<file path="src/rtl/bus_fill_monitor_if.sv">
// Fill-bus monitor port bundle: sampled bus input, event stream and status outputs.
// The master side drives the bus and event-ready; the slave side is the monitor.
interface bus_fill_monitor_if #(
  parameter int WIDTH = 10,
  parameter int IDX_W = 4
);
  localparam int CNT_W = $clog2(WIDTH + 1);

  logic [WIDTH-1:0] BUS_IN;
  logic             EVT_VALID;
  logic             EVT_READY;
  logic [IDX_W-1:0] EVT_IDX;
  logic [CNT_W-1:0] POP_CNT;
  logic             ALL_SET;
  logic             ORDER_ERR;

  modport master (
    output BUS_IN,
    output EVT_READY,
    input  EVT_VALID,
    input  EVT_IDX,
    input  POP_CNT,
    input  ALL_SET,
    input  ORDER_ERR
  );

  modport slave (
    input  BUS_IN,
    input  EVT_READY,
    output EVT_VALID,
    output EVT_IDX,
    output POP_CNT,
    output ALL_SET,
    output ORDER_ERR
  );
endinterface

</file>
<file path="src/rtl/bus_fill_monitor.sv">
// Fill-bus monitor: queues the index of every newly set bus bit on a FWFT valid/ready stream,
// reports live popcount and an all-set pulse. Optional order checker: BUS_FILL_ORDER_CHK_EN.
module bus_fill_monitor #(
  parameter int WIDTH      = 10,
  parameter int IDX_W      = 4,
  parameter int FIFO_DEPTH = 4
) (
  input  logic              CLK,
  input  logic              RST_N,
  bus_fill_monitor_if.slave bus
);
  localparam int CNT_W = $clog2(WIDTH + 1);
  localparam int AW    = $clog2(FIFO_DEPTH);
  localparam int PW    = AW + 1;

  function automatic logic [CNT_W-1:0] popcount(input logic [WIDTH-1:0] v);
    logic [CNT_W-1:0] c;
    c = '0;
    for (int i = 0; i < WIDTH; i++) c = c + CNT_W'(v[i]);
    return c;
  endfunction

  function automatic logic [IDX_W-1:0] encode(input logic [WIDTH-1:0] onehot);
    logic [IDX_W-1:0] e;
    e = '0;
    for (int i = 0; i < WIDTH; i++) if (onehot[i]) e = e | IDX_W'(i);
    return e;
  endfunction

  logic [WIDTH-1:0] bus_q_p0;
  logic [WIDTH-1:0] bus_p_p1;
  logic             primed_p0;
  logic [WIDTH-1:0] rise;
  logic [WIDTH-1:0] pend;
  logic [WIDTH-1:0] lowest;
  logic [WIDTH-1:0] sel;
  logic             push;
  logic             pop;
  logic [IDX_W-1:0] mem [FIFO_DEPTH];
  logic [PW-1:0]    wr_ptr;
  logic [PW-1:0]    rd_ptr;
  logic             full;
  logic             evt_valid;
  logic [IDX_W-1:0] evt_idx;
  logic [CNT_W-1:0] pop_cnt_p1;
  logic             all_set_p1;

  // ---- stage p0/p1: bus sampling ----
  // On the first edge the previous sample is seeded with the same value, so
  // bits already high when the bus is first seen never count as rises.
  always_ff @(posedge CLK or negedge RST_N) begin
    if (!RST_N) begin
      bus_q_p0  <= '0;
      bus_p_p1  <= '0;
      primed_p0 <= 1'b0;
    end else begin
      bus_q_p0  <= bus.BUS_IN;
      bus_p_p1  <= primed_p0 ? bus_q_p0 : bus.BUS_IN;
      primed_p0 <= 1'b1;
    end
  end

  always_comb begin
    rise = '0;
    if (primed_p0) rise = bus_q_p0 & ~bus_p_p1;
  end

  // ---- stage p1: pending mask and lowest-first selection ----
  assign lowest    = pend & (~pend + WIDTH'(1));
  assign full      = (wr_ptr[AW-1:0] == rd_ptr[AW-1:0]) && (wr_ptr[AW] != rd_ptr[AW]);
  assign evt_valid = (wr_ptr != rd_ptr);
  assign pop       = evt_valid && bus.EVT_READY;
  assign push      = (|pend) && (!full || pop);
  assign sel       = push ? lowest : '0;

  always_ff @(posedge CLK or negedge RST_N) begin
    if (!RST_N) pend <= '0;
    else        pend <= (pend & ~sel) | rise;
  end

  // ---- stage p2: event FIFO (first-word-fall-through) ----
  always_ff @(posedge CLK) begin
    if (push) mem[wr_ptr[AW-1:0]] <= encode(sel);
  end

  always_ff @(posedge CLK or negedge RST_N) begin
    if (!RST_N) begin
      wr_ptr <= '0;
      rd_ptr <= '0;
    end else begin
      if (push) wr_ptr <= wr_ptr + PW'(1);
      if (pop)  rd_ptr <= rd_ptr + PW'(1);
    end
  end

  // Storage is not reset, so the head index is forced to zero while empty.
  assign evt_idx = evt_valid ? mem[rd_ptr[AW-1:0]] : '0;

  // ---- stage p1: popcount and all-set edge ----
  always_ff @(posedge CLK or negedge RST_N) begin
    if (!RST_N) begin
      pop_cnt_p1 <= '0;
      all_set_p1 <= 1'b0;
    end else begin
      pop_cnt_p1 <= popcount(bus_q_p0);
      all_set_p1 <= (popcount(bus_q_p0) == CNT_W'(WIDTH)) && (pop_cnt_p1 != CNT_W'(WIDTH));
    end
  end

`ifdef BUS_FILL_ORDER_CHK_EN
  logic [IDX_W-1:0] exp_idx;
  logic             order_err;

  // ---- order checker: each popped index must follow the previous one ----
  always_ff @(posedge CLK or negedge RST_N) begin
    if (!RST_N) begin
      exp_idx   <= '0;
      order_err <= 1'b0;
    end else if (pop) begin
      if (evt_idx != exp_idx) order_err <= 1'b1;
      exp_idx <= (evt_idx == IDX_W'(WIDTH - 1)) ? '0 : evt_idx + IDX_W'(1);
    end
  end

  assign bus.ORDER_ERR = order_err;
`else
  assign bus.ORDER_ERR = 1'b0;
`endif

  assign bus.EVT_VALID = evt_valid;
  assign bus.EVT_IDX   = evt_idx;
  assign bus.POP_CNT   = pop_cnt_p1;
  assign bus.ALL_SET   = all_set_p1;
endmodule

</file>
<file path="src/flat_wrapper.sv">
// flat-port wrapper written by rule: the top's interface ports become plain ports
module bus_fill_monitor_flat 
#(
  parameter int WIDTH      = 10,
  parameter int IDX_W      = 4,
  parameter int FIFO_DEPTH = 4
)
  (CLK, RST_N, bus_BUS_IN, bus_EVT_READY, bus_EVT_VALID, bus_EVT_IDX, bus_POP_CNT, bus_ALL_SET, bus_ORDER_ERR);
  bus_fill_monitor_if #(.WIDTH(WIDTH), .IDX_W(IDX_W)) bus_i ();
  input  logic CLK;
  input  logic RST_N;
  input wire logic [$bits(bus_i.BUS_IN)-1:0] bus_BUS_IN;
  input wire logic [$bits(bus_i.EVT_READY)-1:0] bus_EVT_READY;
  output wire logic [$bits(bus_i.EVT_VALID)-1:0] bus_EVT_VALID;
  output wire logic [$bits(bus_i.EVT_IDX)-1:0] bus_EVT_IDX;
  output wire logic [$bits(bus_i.POP_CNT)-1:0] bus_POP_CNT;
  output wire logic [$bits(bus_i.ALL_SET)-1:0] bus_ALL_SET;
  output wire logic [$bits(bus_i.ORDER_ERR)-1:0] bus_ORDER_ERR;
  assign bus_i.BUS_IN = bus_BUS_IN;
  assign bus_i.EVT_READY = bus_EVT_READY;
  assign bus_EVT_VALID = bus_i.EVT_VALID;
  assign bus_EVT_IDX = bus_i.EVT_IDX;
  assign bus_POP_CNT = bus_i.POP_CNT;
  assign bus_ALL_SET = bus_i.ALL_SET;
  assign bus_ORDER_ERR = bus_i.ORDER_ERR;
  bus_fill_monitor #(.WIDTH(WIDTH), .IDX_W(IDX_W), .FIFO_DEPTH(FIFO_DEPTH)) u_core (.CLK(CLK), .RST_N(RST_N), .bus(bus_i));
endmodule
</file>
<file path="config.mk">
export PLATFORM = sky130hd
export DESIGN_NAME = bus_fill_monitor_flat
export DESIGN_NICKNAME = d
export VERILOG_FILES = /design/src/rtl/bus_fill_monitor_if.sv /design/src/rtl/bus_fill_monitor.sv /design/src/flat_wrapper.sv
export SDC_FILE = /design/constraint.sdc
export NUM_CORES = 1
export LEC_CHECK = 0
export CAP_MARGIN = 20
export CORE_UTILIZATION = 40
export CTS_CLUSTER_DIAMETER = 100
export DETAILED_ROUTE_END_ITERATION = 7
export HOLD_SLACK_MARGIN = 0.05
export PLACE_DENSITY = 0.61
export SYNTH_ARGS = -nofsm -noshare
export SYNTH_HDL_FRONTEND = slang
export SYNTH_SLANG_ARGS = --single-unit
</file>
<file path="constraint.sdc">
create_clock -name CLK -period 3.9 [get_ports CLK]
set_clock_uncertainty 0.2 [all_clocks]
set_input_delay 0.78 -clock CLK [delete_from_list [all_inputs] [get_ports CLK]]
set_output_delay 0.78 -clock CLK [all_outputs]
set_load 0.05 [all_outputs]
</file>
==> results of run 1 <==
[critical path, delay by kind of cell (launching register included)]
kind                       cells  cell delay (ns)
adders and majority gates      6             2.44
and+or+nand+nor                2             0.14
buffers and inverters          2             0.17
DFF                            1             0.38
[worst paths after layout]
path | startpoint | end | slack, ns | cells past startpoint
setup / recovery | u_core.bus_q_p0[0]$_DFF_PN0_ | u_core.bus.ALL_SET$_DFF_PN0_ | 0.47 | 10
min in group asynchronous | RST_N | u_core.bus.ALL_SET$_DFF_PN0_ | 0.38 | 1
max in group asynchronous | RST_N | u_core.pend[7]$_DFF_PN0_ | 2.53 | 1
hold reg to reg | u_core.bus_p_p1[1]$_DFF_PN0_ | u_core.pend[1]$_DFF_PN0_ | 0.22 | 1
hold / removal | u_core.bus_p_p1[1]$_DFF_PN0_ | u_core.pend[1]$_DFF_PN0_ | 0.22 | 1
setup reg to reg | u_core.bus_q_p0[0]$_DFF_PN0_ | u_core.bus.ALL_SET$_DFF_PN0_ | 0.47 | 10
[cell usage in the layout, fill, tap and decap left out, types with 2 or more instances in the layout]
cell type        count
nor3_1               2
nand3_1              2
nand2b_1             2
nor2_1               3
dfrtp_1             42
mux4_1               4
a21oi_1              5
nand2_1             15
xnor2_1              5
clkbuf_8            14
mux2_1               2
conb_1               2
o31ai_1              2
fa_1                 6
nor4_2               2
nor4_1               4
xor2_1               2
inv_1               32
clkdlybuf4s50_1     21
and2_1               7
ha_1                10
edfxtp_1            16
o22ai_1              3
o21ai_0             19
[sequential cells by signal (all words and copies together) (netlist names)]
name,cells
u_core.mem,16
u_core.pend,10
u_core.bus.ALL_SET,1
u_core.primed_p0,1
u_core.bus_p_p1,10
u_core.bus.POP_CNT,4
u_core.rd_ptr,3
u_core.wr_ptr,3
u_core.bus_q_p0,10
[routing by layer]
metal / track usage [%] / vias up / wire length, um
met5: 0 / - / 0
met3: 5.27 / 10 / 151
li1: - / 745 / -
met1: 18.3 / 684 / 1990
met2: 20.9 / 30 / 1840
met4: 6.21 / 0 / 86
[power by group]
part,leakage [nW],switching [mW],internal (mW)
Clock,0.116,0.218,0.383
Combinational,0.590,0.616,0.403
Sequential,0.651,0.127,0.851
[per-stage QoR]
step	setup slack, ns	cells	cell area [sq um]	hold slack [ns]
final	0.466	315	3120	0.224
after floorplan	0.572	205	2610	0.193
after global routing	0.281	315	3120	0.237
after CTS	0.455	315	3120	0.227
after detailed placement	0.472	299	2890	0.214
after global placement	0.505	299	2890	0.198
[cell type report]
type	instances	area share (%)
clock buffer	15	6.31
clock inverter	1	0.964
inverter	32	3.86
multi-input combinational	109	29.5
sequential	58	49.2
tap	77	3.09
timing repair buffer	23	7.15
[logic make-up (layout without fill, tap and decap cells)]
family	after synthesis	after routing	share of synthesized area, %
buf+inv	38	71	6.09
xor+xnor	8	8	2.97
fa+ha+maj	16	16	9.40
flops	58	58	58.7
compound gates	35	35	8.63
other cells	2	2	0.288
simple gates	42	42	9.02
mux	6	6	4.89
==> results_dict.tcl, run 1 <==
set metrics [dict create \
    grt_pass1_wl_um 6830 \
    synth_top_area_share_pct 40.3 \
    grt_max_degree 43 \
    ys_types 38 \
    synthFlopType "dfrtp_1" \
    leakagePower_nw 1.36 \
    ff_latch_area_sq_um 1530 \
    io_buffers 22 \
    root_buffer "clkbuf_8" \
    fin_crit_sh_pct 88.0 \
    clkLatencyLatePin_ns 0.33 \
    remaining_drc_errors 0 \
    fin_nets 262 \
    finalHoldViolCount 0 \
    area_growth_pct 19.4 \
    wl_um 4070 \
    cts_max_level 3 \
    synth_edf_count 16 \
    synth_area_per_cell_sq_um 12.7 \
    clkTransAtPathRegs_ns 0.06 \
    required_ns 3.92 \
    dieWidth_um 82.8 \
    diodes 0 \
    cp.arrival_ns 3.45 \
    final.setup.tns_ns 0 \
    routed_via_density 4.66 \
    hp-class "register to register" \
    ioPinCount 24 \
    crit_chain "ha_1 -> inv_1 -> fa_1 -> fa_1 -> fa_1 -> fa_1 -> inv_1 -> fa_1 -> nand3_1 -> nor3b_1" \
    post-cts-setup-buffers 0 \
    drt_iter0_drc 46 \
    rsz0062_at_grt "false" \
    numCtsBuffers 9 \
    multi_input_area_sq_um 918 \
    critPathCaptureType "register" \
    syn_nets 234 \
    globalplace.congestion 0.743 \
    path_max_fanout 2 \
    status "complete, no violations" \
    pwr_density_cell_nw_per_um2 834 \
    cts_tree "yes" \
    yosys-top-cells-count "dfrtp_1 (42), inv_1 (32), o21ai_0 (19), edfxtp_1 (16), nand2_1 (15)" \
    path_class "register to register" \
    crit_top_cell "fa_1" \
    async_flop_share_pct 72.4 \
    first_global_vias 1434 \
    dp_hpwl_um 2960 \
    gr-total-overflow 0 \
    yosys_warnings 0 \
    setup_viol 0 \
    netlist.top_cell.by_area "dfrtp_1" \
    slew_headroom_pct 38.6 \
    drv_slew 0 \
    rows 29 \
    cp-start-kind "register" \
    synth.most_common_cell "dfrtp_1" \
    max_freq_mhz 291 \
    n_fill_cell 582 \
    synth-seq-cells 58 \
    cts_hold_buf 0 \
    core-area_sq_um 6310 \
    synthCells 205 \
    post_cts_resized 0 \
    wl_per_cell_um 12.9 \
    ant_nets 0 \
    maxCapViolCount 0 \
    ir_drop_uv 531 \
    cp_slowest_cell "fa_1" \
    slowest_delay_ns 0.51 \
    cts_max_path_buffers 2 \
    yosys-top-cells-area "dfrtp_1 (40%), edfxtp_1 (18%), ha_1 (4.8%)" \
    drtPass1Iterations 4 \
    fin_crit_ns 3.43 \
    die_h_um 82.8 \
    cts_sinks 58 \
    dieArea_sq_um 6850 \
    finalCoreUtilization_pct 49.3 \
    gr-usage-all-layers_pct 14.1 \
    syn_area_sq_um 2610 \
    synth_seq_area_share_pct 58.7 \
    power_mw 2.60 \
    max_slew.worst_pin.slew_ns 0.920 \
    via_count 1469 \
    drive_above_1_share_pct 9.66 \
    initial_core_util_pct 41.3 \
    antenna_found_initial 0 \
]
Power figures use the tool's default switching activity.
==> inputs of run 2 (changes only) <==
Settings changed: PLACE_DENSITY 0.61 to 0.62.
==> run 2 against run 1 <==
Utilization is 0.59 points lower. Critical path depth unchanged. Maximum frequency shrank 1.5%. Sequential power is essentially flat. Combinational power about the same. Non-clock buffer count unchanged. Clock power down 11%. First-iteration DRC count up 85%. Hold slack worse by 0.0045 ns. Register-to-register slack worse by 0.05 ns. Total power shrank 2.7%. Worst setup slack worse by 0.052 ns. Critical path type unchanged. Critical endpoint unchanged. Highest routed layer unchanged.
==> results_dict.tcl, run 2 (synthesized netlist as in run 1, its figures left out) <==
set metrics [dict create \
    fin_crit_ns 3.49 \
    multi_input_area_sq_um 918 \
    critPathCaptureType "register" \
    gr-total-overflow 0 \
    rows 29 \
    cts_max_path_buffers 2 \
    final_common_cell "dfrtp_1" \
    whs_ns 0.219 \
    wl_um 4120 \
    drtPass1Iterations 4 \
    hp-class "register to register" \
    cts_max_level 3 \
    max_slew.worst_pin.slew_ns 0.917 \
    diodes 0 \
    via_count 1499 \
    core-area_sq_um 6310 \
    cts_sinks 58 \
    crit_path_start "u_core.bus_q_p0[0]$_DFF_PN0_" \
    path_max_fanout 2 \
    drive_above_1_share_pct 8.82 \
    pwr_density_cell_nw_per_um2 822 \
    dieArea_sq_um 6850 \
    max_freq_mhz 287 \
    clkLatencyLatePin_ns 0.33 \
    globalplace.congestion 0.714 \
    drt_iter0_drc 85 \
    fin_nets 262 \
    gr-usage-all-layers_pct 14.7 \
    preCtsSetupSlack_ns 0.433 \
    dieWidth_um 82.8 \
    slew_headroom_pct 38.8 \
    power_mw 2.53 \
    root_buffer "clkbuf_8" \
    ioPinCount 24 \
    required_ns 3.91 \
    path_class "register to register" \
    cts_hold_buf 0 \
    routed_via_density 4.76 \
    remaining_drc_errors 0 \
    numCtsBuffers 9 \
    cp.arrival_ns 3.50 \
    area_growth_pct 18.0 \
    drv_slew 0 \
    reg2reg_from "u_core.bus_q_p0[0]$_DFF_PN0_" \
    die_h_um 82.8 \
    antenna_found_initial 0 \
    status "complete, no violations" \
    final.setup.tns_ns 0 \
    grt_pass1_wl_um 7000 \
    fin_crit_sh_pct 89.4 \
    cts_tree "yes" \
    dp_hpwl_um 2940 \
    rsz0062_at_grt "false" \
    dp.cells 299 \
    leakagePower_nw 1.34 \
    setup_viol 0 \
    initial_core_util_pct 41.3 \
    cp-start-kind "register" \
    ir_drop_uv 558 \
    ant_nets 0 \
    final_cells 315 \
    post-cts-setup-buffers 0 \
    clkTransAtPathRegs_ns 0.07 \
    first_global_vias 1477 \
    finalHoldViolCount 0 \
    largest_reg_flops 16 \
    io_buffers 22 \
    grt_max_degree 43 \
    worstHoldStart "u_core.bus_p_p1[1]$_DFF_PN0_" \
    wl_per_cell_um 13.1 \
    maxCapViolCount 0 \
    post_cts_resized 0 \
    ff_latch_area_sq_um 1530 \
    n_fill_cell 590 \
    setup_ws_ns 0.414 \
    mostFrequentLayoutCells "dfrtp_1 (42), inv_1 (32), clkdlybuf4s50_1 (21)" \
]
-- run 2: power breakdown --
part | switching (mW) | internal, mW
clock | 0.222 | 0.311
sequential | 0.126 | 0.851
combinational | 0.614 | 0.404
-- run 2: worst paths after layout --
check | depth (start not counted) | slack (ns) | to
worst max-delay path | 10 | 0.41 | u_core.bus.ALL_SET$_DFF_PN0_
worst min-delay path | 1 | 0.22 | u_core.pend[1]$_DFF_PN0_
worst max register to register | 10 | 0.41 | u_core.bus.ALL_SET$_DFF_PN0_
worst min register to register | 1 | 0.22 | u_core.pend[1]$_DFF_PN0_
max in group asynchronous | 1 | 2.54 | u_core.bus_q_p0[6]$_DFF_PN0_
min in group asynchronous | 1 | 0.38 | u_core.bus.POP_CNT[2]$_DFF_PN0_
-- run 2: per-stage QoR --
step                cell area, sq um  util [%]
floorplan                       2610         -
global placement                2890      45.8
detailed placement              2890      45.8
CTS                             3080      48.8
global route                    3080      48.8
finish                          3080      48.8
-- run 2: layout make-up --
type,count,share of cell area (%)
timing repair buffer,23,7.24
clock buffer,13,4.84
inverter,32,3.90
sequential,58,49.8
multi-input combinational,109,29.8
clock inverter,3,1.30
tap,77,3.13
-- run 2: layer usage --
| layer | routed length [um] | vias up | GRT usage (%) |
|---|---|---|---|
| li1 | - | 750 | - |
| met1 | 2010 | 717 | 17.9 |
| met2 | 1870 | 24 | 22.3 |
| met3 | 127 | 8 | 5.93 |
| met4 | 117 | 0 | 7.76 |
| met5 | 0 | - | 0 |
-- run 2: critical path, stage by stage, from the launching register on --
cell	delay (ns)
dfrtp_1	0.38
ha_1	0.28
inv_1	0.07
fa_1	0.42
fa_1	0.51
fa_1	0.43
fa_1	0.37
inv_1	0.10
fa_1	0.44
nand3_1	0.11
nor3b_1	0.06
